$ cat src/rtl/weight_mem_loader.sv
// Packs a DATA_WIDTH byte stream into MEMORY_WIDTH words and writes them to consecutive addresses.
// Strobe appears one cycle after the last byte of each word; s_ready_o drops during the write cycle.
module weight_mem_loader #(
    parameter int MEMORY_WIDTH = 72,
    parameter int ADDRS_WIDTH  = 8,
    parameter int DATA_WIDTH   = 8
) (
    input  logic                    clk_i,
    input  logic                    rst_i,
    input  logic                    start_i,
    input  logic [ADDRS_WIDTH-1:0]  base_addrs_i,
    input  logic [ADDRS_WIDTH:0]    num_words_i,
    input  logic [DATA_WIDTH-1:0]   s_data_i,
    input  logic                    s_valid_i,
    output logic                    s_ready_o,
    output logic [MEMORY_WIDTH-1:0] mem2_data_o,
    output logic [ADDRS_WIDTH-1:0]  wr_addrs_mem2_o,
    output logic                    wr_mem2_ld_o,
    output logic                    busy_o,
    output logic                    done_o
);
    localparam int K  = MEMORY_WIDTH / DATA_WIDTH;
    localparam int BW = (K > 1) ? $clog2(K) : 1;
    localparam logic [BW-1:0]        LAST_BYTE = BW'(K - 1);
    localparam logic [ADDRS_WIDTH:0] MAX_WORDS = {1'b1, {ADDRS_WIDTH{1'b0}}};

    typedef enum logic [1:0] {IDLE, LOAD, WRITE, DONE} state_t;

    state_t                  state_q, state_d;
    logic [BW-1:0]           byte_cnt_q, byte_cnt_d;
    logic [ADDRS_WIDTH:0]    word_cnt_q, word_cnt_d;
    logic [ADDRS_WIDTH:0]    count_q, count_d;
    logic [ADDRS_WIDTH-1:0]  addr_q, addr_d;
    logic [ADDRS_WIDTH-1:0]  wr_addr_q, wr_addr_d;
    logic [MEMORY_WIDTH-1:0] pack_q, pack_d;
    logic [MEMORY_WIDTH-1:0] data_q, data_d;
    logic                    ld_q, ld_d;

    logic                    xfer;
    logic                    last_xfer;
    logic [ADDRS_WIDTH:0]    eff_num;
    logic [ADDRS_WIDTH:0]    word_cnt_inc;
    logic [MEMORY_WIDTH-1:0] packed_w;

    assign xfer         = s_valid_i && (state_q == LOAD);
    assign last_xfer    = xfer && (byte_cnt_q == LAST_BYTE);
    // Any count with the top bit set exceeds the address space; clamp to one full sweep.
    assign eff_num      = num_words_i[ADDRS_WIDTH] ? MAX_WORDS : num_words_i;
    assign word_cnt_inc = word_cnt_q + {{ADDRS_WIDTH{1'b0}}, 1'b1};

    always_comb begin
        packed_w = pack_q;
        for (int n = 0; n < K; n++) begin
            if (byte_cnt_q == BW'(n)) begin
                packed_w[n*DATA_WIDTH +: DATA_WIDTH] = s_data_i;
            end
        end
    end

    always_ff @(posedge clk_i or posedge rst_i) begin
        if (rst_i) begin
            state_q    <= IDLE;
            byte_cnt_q <= '0;
            word_cnt_q <= '0;
            count_q    <= '0;
            addr_q     <= '0;
            wr_addr_q  <= '0;
            pack_q     <= '0;
            data_q     <= '0;
            ld_q       <= 1'b0;
        end else begin
            state_q    <= state_d;
            byte_cnt_q <= byte_cnt_d;
            word_cnt_q <= word_cnt_d;
            count_q    <= count_d;
            addr_q     <= addr_d;
            wr_addr_q  <= wr_addr_d;
            pack_q     <= pack_d;
            data_q     <= data_d;
            ld_q       <= ld_d;
        end
    end

    always_comb begin
        state_d = state_q;
        case (state_q)
            IDLE:    if (start_i) state_d = (eff_num == '0) ? DONE : LOAD;
            LOAD:    if (last_xfer) state_d = WRITE;
            WRITE:   state_d = (word_cnt_inc == count_q) ? DONE : LOAD;
            DONE:    state_d = IDLE;
            default: state_d = IDLE;
        endcase
    end

    always_comb begin
        byte_cnt_d = byte_cnt_q;
        word_cnt_d = word_cnt_q;
        count_d    = count_q;
        addr_d     = addr_q;
        wr_addr_d  = wr_addr_q;
        pack_d     = pack_q;
        data_d     = data_q;
        ld_d       = 1'b0;
        case (state_q)
            IDLE: begin
                if (start_i) begin
                    addr_d     = base_addrs_i;
                    count_d    = eff_num;
                    byte_cnt_d = '0;
                    word_cnt_d = '0;
                    pack_d     = '0;
                end
            end
            LOAD: begin
                if (last_xfer) begin
                    data_d     = packed_w;
                    wr_addr_d  = addr_q;
                    ld_d       = 1'b1;
                    byte_cnt_d = '0;
                    pack_d     = '0;
                end else if (xfer) begin
                    pack_d     = packed_w;
                    byte_cnt_d = byte_cnt_q + {{(BW-1){1'b0}}, 1'b1};
                end
            end
            WRITE: begin
                addr_d     = addr_q + {{(ADDRS_WIDTH-1){1'b0}}, 1'b1};
                word_cnt_d = word_cnt_inc;
            end
            default: ;
        endcase
    end

    always_comb begin
        s_ready_o       = (state_q == LOAD);
        busy_o          = (state_q != IDLE);
        done_o          = (state_q == DONE);
        mem2_data_o     = data_q;
        wr_addrs_mem2_o = wr_addr_q;
        wr_mem2_ld_o    = ld_q;
    end
endmodule
$ cat config.mk
export PLATFORM = sky130hd
export DESIGN_NAME = weight_mem_loader
export DESIGN_NICKNAME = d
export VERILOG_FILES = /design/src/rtl/weight_mem_loader.sv
export SDC_FILE = /design/constraint.sdc
export NUM_CORES = 1
export LEC_CHECK = 0
export CAP_MARGIN = 30
export CELL_PAD_IN_SITES_DETAIL_PLACEMENT = 0
export CELL_PAD_IN_SITES_GLOBAL_PLACEMENT = 2
export CORE_MARGIN = 5
export CORE_UTILIZATION = 35
export CTS_BUF_LIST = sky130_fd_sc_hd__clkbuf_8 sky130_fd_sc_hd__clkbuf_16
export DETAILED_ROUTE_END_ITERATION = 10
export GPL_TIMING_DRIVEN = 0
export PLACE_DENSITY = 0.84
export SYNTH_ARGS = -nofsm -noshare
export SYNTH_HDL_FRONTEND = slang
export SYNTH_SLANG_ARGS = --single-unit
export TNS_END_PERCENT = 1
$ cat constraint.sdc
create_clock -name clk_i -period 8.4 [get_ports clk_i]
set_clock_uncertainty 0.1 [all_clocks]
set_input_delay 2.52 -clock clk_i [delete_from_list [all_inputs] [get_ports clk_i]]
set_output_delay 2.52 -clock clk_i [all_outputs]
set_load 0.005 [all_outputs]
==> impl_metrics.ini <==
[clock_tree]
clkLatencyLatePin_ps = 430
htree_levels = 4
root_buffer = clkbuf_16
cts_buffer_depth = 2
numCtsBuffers = 17
post_cts_resized = 0
cts_tree = built
post_cts_buffers = 0
cts_num_sinks = 177
cts_hold_buffers = 0
clkTransAtPathRegs_ps = 70

[die]
die_w_um = 160.4
dieArea_um2 = 25730
start_util_pct = 35.30
rows = 55
die_y_um = 160.4
top_level_ports = 113
design.core.area_um2 = 22430

[worst_setup_path]
worstPathArrival_ps = 1780
critPathKind = register to primary output
crit_fanout = 9
cp.required_ps = 5780
cp-start-kind = register
worst_setup_path_end_kind = primary output

[place]
routabilityCongestion = 0.8034
numPortBuffers = 104
place_area_um2 = 9351
hpwl_mm = 14.33

[logic_synthesis]
yosysTopAreaCellShare_pct = 55.93
async_flop_share_pct = 100.0
synth.avg_cell_area_um2 = 11.20
synthFlopType = dfrtp_1
ys.warnings.count = 0
synth-seq-area-share_pct = 55.93
synth_edf_count = 0
synthCells = 707
synth_area_leaders = dfrtp_1 (56%), mux2i_1 (8.2%), a22o_1 (7.1%), nand2_1 (5.3%), o21ai_0 (2.6%)
syn-cell-area_um2 = 7919
yosysTopAreaCell = dfrtp_1
ys_ff_latch = 177
yosysUniqueCellTypes = 55
synth_fp_nets = 742

[global_route]
grt_pass1_vias = 5599
grt_use_total_pct = 16.46
grt_max_degree = 94
antenna_found_initial = 0
overflow = 0
grt_pass1_wl_mm = 33.12

[outcome]
status = complete, no violations

[pwr]
p_seq_share_pct = 40.4
power_density_nw_per_um2 = 284.5
leakagePower_nw = 4.557
switching_share_pct = 33.35
p_clk_share_pct = 28.8
peakVddDrop_uv = 119.4
power.switching_mw = 0.9443
power_frac_comb_pct = 30.8
cell_internal_pwr_mw = 1.887

[detailed_routing]
via_count = 5795
routed_wl_mm = 21.15
routed_via_density = 5.133
drt-wirelength-per-cell_um = 18.73
remaining_drc_errors = 0
drtIter0Drc = 355
postRouteAntennaNets = 0
detailedRoute.firstPassIterationCount = 6

[cells_and_area]
syn2layout_area_growth_pct = 25.68
num_antenna_cells = 0
utilization_pct = 44.36
multi_input_area_um2 = 3199
fin_nets = 866
fin_area_um2 = 9952
nFillCells = 2157
drive_above_1_share_pct = 9.953
seqCellArea_um2 = 4429

[sta]
finalHoldViolations = 0
drv_slew = 0
finalSetupViolations = 0
fmax_ghz = 0.2274
max_slew.worst_pin.slew_ps = 837.1
relSlewSlack_pct = 44.19
period_needed_ps = 4397
rsz0062_at_grt = no
fin_crit_sh_pct = 52.35

[hold_path]
hp-class = register to register

[run]
drv_cap = 0
critical path: stages (launching register included):
cell and delay [ps]:
dfrtp_1 490, nor2b_1 150, buf_4 190, clkdlybuf4s50_1 520
stage by stage:
| step | instances | power [mW] | hold slack [ps] | setup WS [ps] | setup TNS [ps] |
|---|---|---|---|---|---|
| after floorplan | 707 | 1.710 | 350.6 | 978.1 | 0 |
| after global placement | 1096 | 2.028 | 364.5 | -1580 | -277410 |
| after detailed placement | 1097 | 2.038 | 373.2 | 3911 | 0 |
| after CTS | 1129 | 2.861 | 389.1 | 3984 | 0 |
| after global routing | 1129 | 2.988 | 394.1 | 3939 | 0 |
| final | 1129 | 2.831 | 377.3 | 4003 | 0 |
layout make-up:
| cell class | count | area share [%] |
|---|---|---|
| flip-flops and latches | 177 | 44.51 |
| multi-input cells | 472 | 32.15 |
| repair buffers | 105 | 10.74 |
| clock buffers | 19 | 4.551 |
| well taps | 285 | 3.583 |
| plain buffers | 48 | 2.540 |
| clock inverters | 13 | 1.484 |
| inverters | 10 | 0.4526 |
flip-flops by register name (all words and copies together), names as in the netlist:
name / flops
addr_q: 8
byte_cnt_q: 4
count_q: 9
mem2_data_o: 72
pack_q: 64
state_q: 2
word_cnt_q: 9
wr_addrs_mem2_o: 8
wr_mem2_ld_o: 1
Yosys cell counts (all sizes together) (3+ instances only):
master,instances
dfrtp,177
nand2,116
o21ai,89
mux2i,65
a22o,64
buf,28
nor2,25
clkbuf,20
mux2,15
inv,10
nand3,10
nand3b,9
nor3,7
and2,6
ha,6
nor2b,6
xnor2,6
a21oi,5
xor2,5
a31oi,4
nor3b,4
o31ai,3
layer usage:
layer	global-route usage, %	routed length (um)	up-vias
met1	24.75	10650	2872
li1	-	-	2759
met2	23.94	9260	137
met4	5.319	367	0
met3	3.054	873	27
met5	0	0	-
kinds of logic (layout without fill, tap and decap cells):
group / count (synthesis) / after routing / synth area share (%)
DFF: 177 / 177 / 55.93
xor gates and xnor gates: 11 / 11 / 1.217
AOI/OAI and AO/OA: 179 / 179 / 15.91
muxes: 80 / 80 / 10.35
buffers and inverters: 58 / 195 / 3.666
and+or+nand+nor: 196 / 196 / 11.98
adders and majority gates: 6 / 6 / 0.9480
final timing paths:
path                       slack (ps)                              to                         from  depth (start not counted)
min                               380     mem2_data_o[55]$_DFFE_PP0P_  mem2_data_o[55]$_DFFE_PP0P_                          2
min reg2reg                       380     mem2_data_o[55]$_DFFE_PP0P_  mem2_data_o[55]$_DFFE_PP0P_                          2
max in group asynchronous        4840     mem2_data_o[40]$_DFFE_PP0P_                        rst_i                          3
min in group asynchronous        2500  wr_addrs_mem2_o[5]$_DFFE_PP0P_                        rst_i                          2
max reg2reg                      6120     mem2_data_o[31]$_DFFE_PP0P_    byte_cnt_q[1]$_DFFE_PP0P_                         10
max                              4000                       s_ready_o       state_q[1]$_DFFE_PP0P_                          3
placed cells by master, fill, tap and decap left out, types with 3 or more instances in the layout:
cell / netlist / final
a21oi_1: 4 / 4
a22o_1: 64 / 64
a31oi_1: 4 / 4
and2_1: 5 / 5
buf_1: 5 / 5
buf_2: 12 / 12
buf_4: 8 / 8
clkbuf_1: 19 / 19
clkbuf_16: 0 / 17
clkdlybuf4s50_1: 0 / 104
dfrtp_1: 177 / 177
ha_1: 6 / 6
inv_1: 10 / 10
inv_6: 0 / 5
mux2_1: 15 / 15
mux2i_1: 65 / 65
nand2_1: 111 / 111
nand2_2: 5 / 5
nand3_1: 8 / 8
nand3b_1: 9 / 9
nor2_1: 18 / 18
nor2_4: 5 / 5
nor2b_1: 6 / 6
nor3_1: 7 / 7
nor3b_1: 3 / 3
o21ai_0: 41 / 41
o21ai_1: 40 / 40
o21ai_2: 6 / 6
o31ai_1: 3 / 3
xnor2_1: 6 / 6
xor2_1: 5 / 5
power groups by stage:
stage	clock [mW]	sequential, mW	combinational [mW]
CTS	0.833	1.14	0.883
global placement	0	1.16	0.870
global route	0.860	1.17	0.960
finish	0.815	1.14	0.873
floorplan	0	1.13	0.579
detailed placement	0	1.16	0.878
Note: power is estimated with default switching activity, not from simulation.
